## config.mk

```make
export PLATFORM = sky130hd
export DESIGN_NAME = multi_tachometer_interface
export DESIGN_NICKNAME = d
export VERILOG_FILES = /design/src/rtl/multi_tachometer_interface.sv
export SDC_FILE = /design/constraint.sdc
export NUM_CORES = 1
export LEC_CHECK = 0
export ABC_AREA = 1
export BUFFER_PORTS_ARGS = -buffer_cell sky130_fd_sc_hd__buf_2
export CAP_MARGIN = 20
export CORE_MARGIN = 5
export CORE_UTILIZATION = 70
export CTS_BUF_LIST = sky130_fd_sc_hd__clkbuf_4 sky130_fd_sc_hd__clkbuf_8
export CTS_CLUSTER_DIAMETER = 120
export DETAILED_ROUTE_END_ITERATION = 6
export PLACE_DENSITY = 0.89
export SLEW_MARGIN = 20
export SYNTH_ARGS = -nofsm -noshare
export SYNTH_HDL_FRONTEND = slang
export SYNTH_HIERARCHICAL = 1
export SYNTH_SLANG_ARGS = --single-unit
```

## constraint.sdc

```tcl
create_clock -name clk_in -period 10.35 [get_ports clk_in]
set_input_delay 1.035 -clock clk_in [delete_from_list [all_inputs] [get_ports clk_in]]
set_output_delay 1.035 -clock clk_in [all_outputs]
set_load 0.05 [all_outputs]
```

## src/rtl/multi_tachometer_interface.sv

```systemverilog
// Multi-channel tachometer front end: sync + debounce per channel, windowed
// pulse counting, saturated RPM publish with stall and overflow flags.

module tach_lane #(
   parameter int DEBOUNCE_TICKS = 2,
   parameter int CNT_WIDTH      = 16,
   parameter int RPM_SCALE      = 60,
   parameter int RPM_WIDTH      = 21,
   parameter int STALL_WINDOWS  = 3
) (
   input  logic                 clk_in,
   input  logic                 reset_n_in,
   input  logic                 tick,
   input  logic                 win_close,
   input  logic                 pulse_raw,
   output logic [RPM_WIDTH-1:0] rpm,
   output logic                 stall,
   output logic                 overflow
);
   localparam int DW  = $clog2(DEBOUNCE_TICKS + 1);
   localparam int ZW  = $clog2(STALL_WINDOWS + 1);
   localparam int PRW = (CNT_WIDTH + 32 > RPM_WIDTH) ? CNT_WIDTH + 32 : RPM_WIDTH + 1;

   logic [1:0]           sync;
   logic                 filt;
   logic [DW-1:0]        db_cnt;
   logic [CNT_WIDTH-1:0] cnt, cnt_nxt;
   logic                 ovf, ovf_nxt;
   logic [ZW-1:0]        zcnt;
   logic                 db_done, pulse, cnt_sat;
   logic [PRW-1:0]       prod;

   assign db_done = tick && (sync[1] != filt) && (db_cnt == DW'(DEBOUNCE_TICKS - 1));
   assign pulse   = db_done && sync[1];
   assign cnt_sat = &cnt;
   // Pulse on the closing tick still belongs to the closing window.
   assign cnt_nxt = (pulse && !cnt_sat) ? cnt + 1'b1 : cnt;
   assign ovf_nxt = ovf | (pulse & cnt_sat);
   assign prod    = PRW'(cnt_nxt) * PRW'(RPM_SCALE);
   assign stall   = (zcnt == ZW'(STALL_WINDOWS));

   always_ff @(posedge clk_in or negedge reset_n_in) begin
      if (!reset_n_in) begin
         sync     <= '0;
         filt     <= 1'b0;
         db_cnt   <= '0;
         cnt      <= '0;
         ovf      <= 1'b0;
         zcnt     <= '0;
         rpm      <= '0;
         overflow <= 1'b0;
      end else begin
         sync <= {sync[0], pulse_raw};
         if (tick) begin
            if (sync[1] != filt) begin
               if (db_done) begin
                  filt   <= sync[1];
                  db_cnt <= '0;
               end else begin
                  db_cnt <= db_cnt + 1'b1;
               end
            end else begin
               db_cnt <= '0;
            end
         end
         if (win_close) begin
            cnt      <= '0;
            ovf      <= 1'b0;
            rpm      <= (|prod[PRW-1:RPM_WIDTH]) ? '1 : prod[RPM_WIDTH-1:0];
            overflow <= ovf_nxt;
            if (cnt_nxt == '0) zcnt <= stall ? zcnt : zcnt + 1'b1;
            else               zcnt <= '0;
         end else begin
            cnt <= cnt_nxt;
            ovf <= ovf_nxt;
         end
      end
   end
endmodule

module multi_tachometer_interface #(
   parameter int NUM_CH         = 2,
   parameter int TICK_DIV       = 12500,
   parameter int WINDOW_TICKS   = 10000,
   parameter int DEBOUNCE_TICKS = 2,
   parameter int CNT_WIDTH      = 16,
   parameter int RPM_SCALE      = 60,
   parameter int RPM_WIDTH      = 21,
   parameter int STALL_WINDOWS  = 3
) (
   input  logic                        clk_in,
   input  logic                        reset_n_in,
   input  logic [NUM_CH-1:0]           tachometer_pulse_in,
   output logic [NUM_CH*RPM_WIDTH-1:0] rpm_out,
   output logic                        rpm_valid_out,
   output logic [NUM_CH-1:0]           stall_out,
   output logic [NUM_CH-1:0]           overflow_out
);
   localparam int PW = (TICK_DIV > 1) ? $clog2(TICK_DIV) : 1;
   localparam int WW = (WINDOW_TICKS > 1) ? $clog2(WINDOW_TICKS) : 1;

   logic [PW-1:0] pre_cnt;
   logic [WW-1:0] win_cnt;
   logic          tick, win_close;

   assign tick      = (pre_cnt == PW'(TICK_DIV - 1));
   assign win_close = tick && (win_cnt == WW'(WINDOW_TICKS - 1));

   always_ff @(posedge clk_in or negedge reset_n_in) begin
      if (!reset_n_in) begin
         pre_cnt       <= '0;
         win_cnt       <= '0;
         rpm_valid_out <= 1'b0;
      end else begin
         pre_cnt       <= tick ? '0 : pre_cnt + 1'b1;
         rpm_valid_out <= win_close;
         if (tick) win_cnt <= win_close ? '0 : win_cnt + 1'b1;
      end
   end

   tach_lane #(
      .DEBOUNCE_TICKS (DEBOUNCE_TICKS),
      .CNT_WIDTH      (CNT_WIDTH),
      .RPM_SCALE      (RPM_SCALE),
      .RPM_WIDTH      (RPM_WIDTH),
      .STALL_WINDOWS  (STALL_WINDOWS)
   ) u_lane [NUM_CH-1:0] (
      .clk_in     (clk_in),
      .reset_n_in (reset_n_in),
      .tick       (tick),
      .win_close  (win_close),
      .pulse_raw  (tachometer_pulse_in),
      .rpm        (rpm_out),
      .stall      (stall_out),
      .overflow   (overflow_out)
   );
endmodule

```

### After elaboration in Yosys (flattened, before gate mapping)

Index checks and enable logic that the tools add are counted.

* $add $sub $neg: 8
* multiply operators: 2
* divide/modulo/power cells: 0
* $lt $le $gt $ge: 0
* equal/unequal tests: 10
* shift operators: 0
* multiplexer cells: 18
* bitwise gates (word level): 4
* reductions and logical operators: 19

Operator list (number)
* $mux 16: 4
* $mux 21: 2
* $mul 16x4->20 const B: 2
* $add 16x1->16 const B: 2
* $logic_not 16->1: 2
* $reduce_and 16->1: 2
* $add 14x1->14 const B: 2
* $eq 14x14->1 const B: 2
* $mux 14: 2
* $mux 2: 8
* $logic_and 1x1->1: 9
* $add 2x1->2 const B: 4
* $reduce_and 3->1: 2
* $eq 2x1->1 const B: 2
* $eq 2x2->1 const B: 2
* $ne 2x2->1 const B: 2
* $reduce_and 2->1: 2
* $and 1x1->1: 2
* $logic_not 1->1: 2
* $mux 1: 2
* $ne 1x1->1: 2
* $or 1x1->1: 2

* bits in registers: 121
* latch bits: 0
* RAM bits: 0
* bits in read-only memories: 0
* input bits: 4
* memories kept: 0

### Longest topological paths before layout

Gate-level depths: netlist of the first run.

* depth in word-level cells: 9
* mapped depth: 32
* mapped depth without buffers: 30

### Cells and area by module

The synthesis of the first run kept the hierarchy.

By module, submodules not included
* tach_lane at u_lane[1]: times used 1, cells each 560, area an instance 4224.1 µm², sequential area each 1126.1 µm²
* tach_lane at u_lane[0]: times used 1, cells each 533, area an instance 4146.5 µm², sequential area each 1126.1 µm²
* multi_tachometer_interface: times used 1, cells each 227, area an instance 1706.6 µm², sequential area each 725.7 µm²

### Least setup slack after synthesis of the first run

Ideal clock, no wire load.

* path type: reg2reg
* from: register pre_cnt[0]
* to: register u_lane[1].rpm[12]
* library setup time: 119 ps
* arrival time: 4792 ps
* required time: 10231 ps
* path slack: 5439 ps
* stages on the path, launching flop included: 27
* buffers on the path: 2
* period minus slack after synthesis: 4911 ps
* path through: dfrtp_1 -> ha_1 -> nand4_1 -> nor2_1 -> nand2_1 -> inv_1 -> nand4_2 -> nor2_4 -> buf_6 -> nand4_1 -> xor2_1 -> inv_1 -> fa_1 -> inv_1 -> ha_1 -> ha_1 -> a21oi_1 -> nor2_1 -> nor2_1 -> nor2_1 -> nor3_1 -> nand3b_1 -> nand2_2 -> nand2_1 -> buf_4 -> nor2_1 -> nor2_1

* cells in the longest elaborated chain, start to end: 8
* elaborated cells between the ends (all ways): 9
* those cells by class: mul: 1; eq/ne: 1; mux: 2; reduce/logical: 5

RTL lines
* from (decl): RTL line 102 `logic [PW-1:0] pre_cnt;`
* from (signal assigned): RTL line 115 `pre_cnt <= tick ? '0 : pre_cnt + 1'b1;`
* $eq 14x14->1 (*): RTL line 106 `assign tick = (pre_cnt == PW'(TICK_DIV - 1));`
* via tick: RTL line 104 `logic tick, win_close;`
* $logic_and 1x1->1 (2 in a row): RTL line 33 `assign db_done = tick && (sync[1] != filt) && (db_cnt == DW'(DEBOUNCE_TICKS - 1));`
* $logic_and 1x1->1: RTL line 34 `assign pulse = db_done && sync[1];`
* $logic_and 1x1->1: RTL line 37 `assign cnt_nxt = (pulse && !cnt_sat) ? cnt + 1'b1 : cnt;`
* $mux 16: RTL line 37
* $mul 16x4->20: RTL line 39 `assign prod = PRW'(cnt_nxt) * PRW'(RPM_SCALE);`
* $mux 21: RTL line 69 `rpm <= (|prod[PRW-1:RPM_WIDTH]) ? '1 : prod[RPM_WIDTH-1:0];`
* to (signal assigned): RTL line 69
* to (decl): RTL line 16 `output logic [RPM_WIDTH-1:0] rpm,`

Mark *: on every way through the listed nets, which the timed path passes. The rest lies on a longest branch.
A chain may end at the register's enable or synchronous reset.

### Final worst setup path of the first run

* from: register pre_cnt[0]
* to: register u_lane[1].rpm[17]

The elaborated chain is that of the path after synthesis.

==> results of run 1 <==
[where the power goes]
part	switching [mW]	leakage (nW)	internal, mW
Sequential	0.000596	1.64	0.465
Clock	0.212	0.223	0.278
Combinational	0.00906	4.28	0.000904
Total	0.221	6.14	0.744
[layout make-up]
type	count	area, sq um
Clock buffer	19	261.5
Clock inverter	13	192.7
Fill cell	1025	3115
Inverter	203	767.0
Multi-Input combinational cell	977	6173
Sequential cell	119	2978
Tap cell	180	225.2
Timing Repair Buffer	53	275.3
[through the flow]
step,utilization [%],total power [mW],worst slack (ps),hold slack (ps)
after floorplan,-,0.4753,5439,331.2
after CTS,77.73,0.9738,4120,355.0
final,77.73,0.9656,3923,350.9
after global routing,77.73,0.9978,3343,361.4
after detailed placement,74.48,0.4858,4149,346.5
after global placement,74.48,0.4857,4419,332.9
[worst reg2reg max path, stage by stage (launching register included)]
cell	delay (ps)
sky130_fd_sc_hd__dfrtp_1	410
sky130_fd_sc_hd__ha_1	310
sky130_fd_sc_hd__nand4_1	120
sky130_fd_sc_hd__nor2_1	90
sky130_fd_sc_hd__nand2_1	170
sky130_fd_sc_hd__inv_1	250
sky130_fd_sc_hd__nand4_2	230
sky130_fd_sc_hd__nor2_4	500
sky130_fd_sc_hd__nand4_1	190
sky130_fd_sc_hd__xor2_1	560
sky130_fd_sc_hd__inv_1	240
sky130_fd_sc_hd__fa_1	560
sky130_fd_sc_hd__inv_1	50
sky130_fd_sc_hd__ha_1	300
sky130_fd_sc_hd__ha_1	390
sky130_fd_sc_hd__a21oi_1	290
sky130_fd_sc_hd__nor2_1	100
sky130_fd_sc_hd__nor2_1	180
sky130_fd_sc_hd__nor2_1	80
sky130_fd_sc_hd__nor3_1	300
sky130_fd_sc_hd__nand3b_1	140
sky130_fd_sc_hd__nand2_2	200
sky130_fd_sc_hd__nand2_1	350
sky130_fd_sc_hd__nor2_1	240
sky130_fd_sc_hd__nor2_1	70
[placed cells by master, fill, tap and decap left out, types with 3 or more instances in the layout]
| cell | instances |
|---|---|
| sky130_fd_sc_hd__nand2_4 | 21 |
| sky130_fd_sc_hd__o21ai_2 | 4 |
| sky130_fd_sc_hd__nor3_1 | 13 |
| sky130_fd_sc_hd__ha_1 | 62 |
| sky130_fd_sc_hd__o21a_1 | 4 |
| sky130_fd_sc_hd__a31oi_1 | 12 |
| sky130_fd_sc_hd__inv_2 | 8 |
| sky130_fd_sc_hd__a21oi_1 | 60 |
| sky130_fd_sc_hd__inv_1 | 193 |
| sky130_fd_sc_hd__o21bai_1 | 3 |
| sky130_fd_sc_hd__bufinv_16 | 4 |
| sky130_fd_sc_hd__nand3_1 | 53 |
| sky130_fd_sc_hd__xnor2_1 | 19 |
| sky130_fd_sc_hd__a21boi_0 | 3 |
| sky130_fd_sc_hd__nand4_1 | 34 |
| sky130_fd_sc_hd__dfrtp_1 | 119 |
| sky130_fd_sc_hd__xor2_1 | 62 |
| sky130_fd_sc_hd__inv_6 | 3 |
| sky130_fd_sc_hd__nor2_1 | 230 |
| sky130_fd_sc_hd__o31ai_1 | 3 |
| sky130_fd_sc_hd__nand2_2 | 27 |
| sky130_fd_sc_hd__nand3b_1 | 8 |
| sky130_fd_sc_hd__nand2_8 | 3 |
| sky130_fd_sc_hd__o21ai_1 | 5 |
| sky130_fd_sc_hd__nand2_1 | 248 |
| sky130_fd_sc_hd__buf_4 | 4 |
| sky130_fd_sc_hd__clkinv_4 | 4 |
| sky130_fd_sc_hd__or2_1 | 5 |
| sky130_fd_sc_hd__xor2_2 | 4 |
| sky130_fd_sc_hd__xnor2_2 | 3 |
| sky130_fd_sc_hd__nor2_4 | 8 |
| sky130_fd_sc_hd__nor2_2 | 11 |
| sky130_fd_sc_hd__fa_1 | 36 |
| sky130_fd_sc_hd__a21o_1 | 4 |
| sky130_fd_sc_hd__o21ai_0 | 18 |
| sky130_fd_sc_hd__clkbuf_8 | 19 |
| sky130_fd_sc_hd__buf_2 | 49 |
[layer usage]
layer | GRT usage (%) | vias to the layer above
met3 | 5.772 | 86
met4 | 15.89 | 0
met2 | 49.68 | 312
li1 | - | 4223
met1 | 36.65 | 4073
met5 | 0 | -
[cell families after synthesis]
group / Yosys count
AO/OA/AOI/OAI: 121
XOR/XNOR: 88
adder cells (fa/ha/maj): 98
buffers and inverters: 224
flip-flops: 119
AND/OR/NAND/NOR: 670
[state kept, by name, indices dropped and copies added, names as in the netlist]
signal	flops
u_lane/zcnt	4
rpm_valid_out	1
u_lane/overflow	2
pre_cnt	14
u_lane/cnt	32
u_lane/sync	4
u_lane/rpm	40
win_cnt	14
u_lane/db_cnt	4
u_lane/ovf	2
u_lane/filt	2
[worst paths after layout]
check	slack, ps	start	to	depth (start not counted)
setup / recovery	3920	pre_cnt[0]	u_lane[1]/rpm[17]	24
hold / removal	350	u_lane[1]/sync[0]	u_lane[1]/sync[1]	0
min in group asynchronous	670	reset_n_in	pre_cnt[9]	1
setup reg to reg	3920	pre_cnt[0]	u_lane[1]/rpm[17]	24
hold reg to reg	350	u_lane[1]/sync[0]	u_lane[1]/sync[1]	0
max in group asynchronous	8450	reset_n_in	u_lane[0]/cnt[0]	2
==> run metrics, run 1 <==
die area 16900 sq um; gate family responsible for the most delay along the worst path simple AND/OR/NAND/NOR gates; maximum frequency from static timing analysis 0.1556 GHz; CTS Hold Bufs 0; share of the clock period used by the worst path 62.09%; number of antenna violations at the first check in global routing 0; share of synthesized registers carrying an async set or reset 100.0%; dominant cells by area after synthesis sky130_fd_sc_hd__dfrtp_1 30%, sky130_fd_sc_hd__nand2_1 9.2%, sky130_fd_sc_hd__nor2_1 8.6%, sky130_fd_sc_hd__ha_1 7.7%, sky130_fd_sc_hd__inv_1 7.2%; post-route cell area 10870 sq um; data arrival time at the worst-slack endpoint 6760 ps; number of vias after detailed routing 8694; cell with the most instances after synthesis sky130_fd_sc_hd__nand2_1; Post-Route Setup TNS 0 ps; chip height 130.0 microns; cell occurring most often along the worst timing path sky130_fd_sc_hd__nor2_1; Cell Pwr Density 88.81 nW/um^2; Post-DRT Antenna Nets 0; vias in the first global route 8553; run status complete, no violations; number of buffers and inverters on the critical path 3; standby leakage power 6.144 nW; largest fanout on the critical path 17; ordered cell list for the critical path ha_1, nand4_1, nor2_1, nand2_1, inv_1, nand4_2, nor2_4, nand4_1, xor2_1, inv_1, fa_1, inv_1, ha_1, ha_1, a21oi_1, nor2_1, nor2_1, nor2_1, nor3_1, nand3b_1, nand2_2, nand2_1, nor2_1, nor2_1; CTS Root Cell sky130_fd_sc_hd__clkbuf_8; final hold vios 0; Warnings, synthesis 6; # resized after CTS 0; total count of max-transition violations in the final report 0; DRC violation count after routing 0; clock skew after layout 17.07 ps; average wire per cell in the routed design 15.01 microns; floorplan core area 13990 sq um; parity-gate share of the synthesized area counting xor and xnor cells 8.170%; required time of the critical path 10690 ps; Area growth, synth to finish 7.896%; half-perimeter wire length after placement 17.23 mm; Crit. End Element register; unrepaired setup endpoints after global routing false; pin count of the biggest net entering global routing 64; final wirelength 23.48 mm; syn_nets 1422; startpoint kind of the worst setup timing path register; post-route non-filler standard cell count 1564; mean number of vias per cell 5.559; adder and majority cell fraction of the synthesized area 14.85%; total number of clock tree sinks 119; delay of the slowest cell on the worst path 560 ps; weighted congestion at the end of routability-driven global placement 0.9079; relative slew slack 38.72%; number of max-capacitance violations reported 0; area share of the largest cell type after synthesis 29.55%; ys flop type sky130_fd_sc_hd__dfrtp_1; total of flip-flops plus latches after synthesis 119; actual slew at the worst max-slew pin 915.9 ps; met2 WL post-DR 11.27 mm; Setup Viol. Count Final 0; Distinct cells, synth 47; H-tree levels 4; standard-cell row count 43; CTS tree built; io pins 51; synthesized cell area 10080 sq um; fraction of the mapped netlist area in compound gates 7.040%; area fraction in and, or, nand and nor cells after synthesis 31.13%; grt ovf 0; cell accounting for the most synthesized area sky130_fd_sc_hd__dfrtp_1; Synth top cells by count 248 x sky130_fd_sc_hd__nand2_1, 231 x sky130_fd_sc_hd__nor2_1, 193 x sky130_fd_sc_hd__inv_1; Clock Pin Slew Worst Setup and Hold Paths 80 ps; layout net count 1473; number of port buffers 50; Inserted Clock Buffers 17; clock latency reported for the late side of the worst-skew pair 460 ps; router iterations before antenna repair 5; number of buffers inserted by post-CTS setup repair 0; maximum buffer depth of the clock tree 2; number of design-rule violations left by the first detailed-router iteration 841; IR Drop Worst-Case VDD 0.09052 mV; cell with the biggest individual delay on the critical path sky130_fd_sc_hd__xor2_1; Avg Cell Area, Syn 7.634 sq um; Area after DPL 10420 sq um; DR WL met3 1.437 mm; path class of the lowest-slack min-delay path reg2reg; mux contribution to synthesized area 0%; routed metal-1 wire length 9.709 mm; uppermost routed layer met4; starting density of the core 72.04%; number of synthesized flops with an enable pin 0; number of diodes 0; overall die width 130.0 microns; combinational family with the most area after synthesis simple AND/OR/NAND/NOR gates; number of placed instances, taps included 1532; first-pass GRT wire length 39.81 mm; gr usage total 29.76%; CP Class reg2reg; share of layout cells above drive strength 1 13.51%; time the worst path needs with I/O delays and setup 6427 ps; cell count after synthesis 1320; sequential element share of the synthesized area 29.55%
Power figures use the tool's default switching activity.
==> inputs of run 2 (changes only) <==
CORE_UTILIZATION = 58   (was 70)
PLACE_DENSITY = 0.79   (was 0.89)
clock period = 5.4 ns   (was 10.35 ns; I/O delays follow)
==> run 2 against run 1 <==
Clock power rose by 50%. Power increased by 71%. Critical path depth grew 1. Via count is 2.5% lower. Core utilization is 14 points lower. Setup slack got worse by 3500 ps.
==> run metrics, run 2 (synthesized netlist as in run 1, its figures left out) <==
run status complete, no violations (unchanged); io pins 51 (unchanged); unrepaired setup endpoints after global routing false (unchanged); Setup Viol. Count Final 0 (unchanged); number of flip-flops in the largest register 40 (unchanged); delay of the slowest cell on the worst path 510 ps (was 560 ps); CTS Root Cell sky130_fd_sc_hd__clkbuf_8 (unchanged); CTS tree built (unchanged); layout net count 1484 (was 1473); DRC violation count after routing 0 (unchanged); mean number of vias per cell 5.234 (was 5.559); CP Class reg2reg (unchanged); Post-DRT Antenna Nets 0 (unchanged); Clock Pin Slew Worst Setup and Hold Paths 80 ps (about the same); clock latency reported for the late side of the worst-skew pair 440 ps (was 460 ps); time the worst path needs with I/O delays and setup 4962 ps (was 6427 ps); relative slew slack 40.02% (was 38.72%); half-perimeter wire length after placement 16.81 mm (was 17.23 mm); share of the clock period used by the worst path 91.89% (was 62.09%); Top reg by flops u_lane/rpm (unchanged); number of vias after detailed routing 8479 (was 8694); most frequent cells in the layout 246 x sky130_fd_sc_hd__nand2_1, 230 x sky130_fd_sc_hd__nor2_1, 191 x sky130_fd_sc_hd__inv_1 (was 248 x sky130_fd_sc_hd__nand2_1, 230 x sky130_fd_sc_hd__nor2_1, 193 x sky130_fd_sc_hd__inv_1); Crit. End Element register (unchanged); starting density of the core 58.67% (was 72.04%); chip height 141.8 microns (was 130.0 microns); first-pass GRT wire length 38.27 mm (was 39.81 mm); IR Drop Worst-Case VDD 0.1324 mV (was 0.09052 mV); Seq. cell area 2978 sq um (unchanged); cell with the biggest individual delay on the critical path sky130_fd_sc_hd__fa_1 (was sky130_fd_sc_hd__xor2_1); number of max-capacitance violations reported 0 (unchanged); maximum buffer depth of the clock tree 2 (unchanged); die area 20110 sq um (was 16900 sq um); total number of clock tree sinks 119 (unchanged); number of design-rule violations left by the first detailed-router iteration 485 (was 841); maximum frequency from static timing analysis 0.2015 GHz (was 0.1556 GHz); reg-to-reg critical path startpoint pre_cnt[0] (unchanged); number of diodes 0 (unchanged); launching element of the worst setup path pre_cnt[0] (unchanged); gr usage total 23.02% (was 29.76%); vias in the first global route 8149 (was 8553); final hold vios 0 (unchanged); startpoint kind of the worst setup timing path register (unchanged); required time of the critical path 5740 ps (was 10690 ps); number of port buffers 50 (unchanged); standard-cell row count 48 (was 43); floorplan core area 17180 sq um (was 13990 sq um); Inserted Clock Buffers 17 (unchanged); average wire per cell in the routed design 13.58 microns (was 15.01 microns); Area growth, synth to finish 8.878% (was 7.896%); Post-Route Setup TNS 0 ps (unchanged); share of layout cells above drive strength 1 14.84% (was 13.51%); actual slew at the worst max-slew pin 899.8 ps (was 915.9 ps); total count of max-transition violations in the final report 0 (unchanged); data arrival time at the worst-slack endpoint 5300 ps (was 6760 ps); Filler Cell Count 1520 (was 1025); most common cell after layout, fill and taps aside sky130_fd_sc_hd__nand2_1 (unchanged); area occupied by multi-input gates 6232 sq um (was 6173 sq um); standby leakage power 6.147 nW (was 6.144 nW); H-tree levels 4 (unchanged); pin count of the biggest net entering global routing 72 (was 64); Hold Path Depth 1 (was 0); largest fanout on the critical path 14 (was 17); path class of the lowest-slack min-delay path in2reg (was reg2reg); cell occurring most often along the worst timing path sky130_fd_sc_hd__nand2_1 (was sky130_fd_sc_hd__nor2_1); clock skew after layout 13.21 ps (was 17.07 ps); final wirelength 22.01 mm (was 23.48 mm); number of placed instances, taps included 1586 (was 1532); Cell Pwr Density 150.1 nW/um^2 (was 88.81 nW/um^2); number of cells on the worst reg-to-reg path 25 (was 24); largest registers u_lane/rpm: 40 flops, u_lane/cnt: 32 flops (unchanged); number of antenna violations at the first check in global routing 0 (unchanged); router iterations before antenna repair 5 (unchanged); worst hold path startpoint tachometer_pulse_in[0] (was u_lane[1]/sync[0]); weighted congestion at the end of routability-driven global placement 0.9187 (was 0.9079); grt ovf 0 (unchanged); overall die width 141.8 microns (was 130.0 microns); post-route non-filler standard cell count 1620 (was 1564)
-- run 2: worst max-delay path: cells and delay by family, from the launching register on --
kind,cells,cell delay (ps)
xor+xnor,1,240
fa+ha+maj,4,1610
flops,1,410
buf+inv,5,620
simple gates,15,1980
-- run 2: where the power goes --
| part | internal, mW | total [mW] | switching (mW) |
|---|---|---|---|
| Clock | 0.338 | 0.734 | 0.397 |
| Sequential | 0.892 | 0.893 | 0.000978 |
| Combinational | 0.00174 | 0.0195 | 0.0178 |
| Total | 1.23 | 1.65 | 0.416 |
-- run 2: final cells by class --
class / instances / share of cell area (%)
Timing Repair Buffer: 64 / 3.261
Tap cell: 225 / 2.566
Clock inverter: 13 / 0.9123
Sequential cell: 119 / 27.14
Inverter: 203 / 6.991
Multi-Input combinational cell: 977 / 56.80
Clock buffer: 19 / 2.326
-- run 2: stage by stage --
step / util (%) / cell area [sq um] / hold slack, ps / worst slack [ps] / power, mW
2_1_floorplan: - / 10080 / 244.4 / 488.6 / 0.9110
5_1_grt: 63.88 / 10970 / 179.5 / 12.34 / 1.704
3_5_place_dp: 61.38 / 10540 / 334.7 / 14.89 / 0.9316
4_1_cts: 63.46 / 10900 / 176.8 / 101.4 / 1.668
6_report: 63.88 / 10970 / 203.0 / 437.9 / 1.647
3_3_place_gp: 61.38 / 10540 / 333.3 / 257.0 / 0.9313
-- run 2: timing repair --
| item | 4_1_cts | 5_1_grt |
|---|---|---|
| gates cloned | 0 | 0 |
| pin swaps | 0 | 1 |
| hold buffers | 0 | 0 |
| resized for setup | 1 | 13 |
| setup buffers | 0 | 2 |
| setup endpoints to repair | 2 | 34 |
-- run 2: final timing paths --
check                                     to  slack, ps
min in group asynchronous         pre_cnt[8]        240
setup reg to reg           u_lane[1]/rpm[11]        440
hold reg to reg            u_lane[0]/sync[1]        350
setup / recovery           u_lane[1]/rpm[11]        440
hold / removal             u_lane[0]/sync[0]        200
max in group asynchronous   u_lane[0]/rpm[8]       3980
-- run 2: layer usage --
metal	global-route usage, %	vias up	wire, microns
met1	32.32	3970	10430
met2	37.34	225	10130
li1	-	4255	-
met4	5.152	0	282
met3	4.213	29	1160
met5	0	-	0
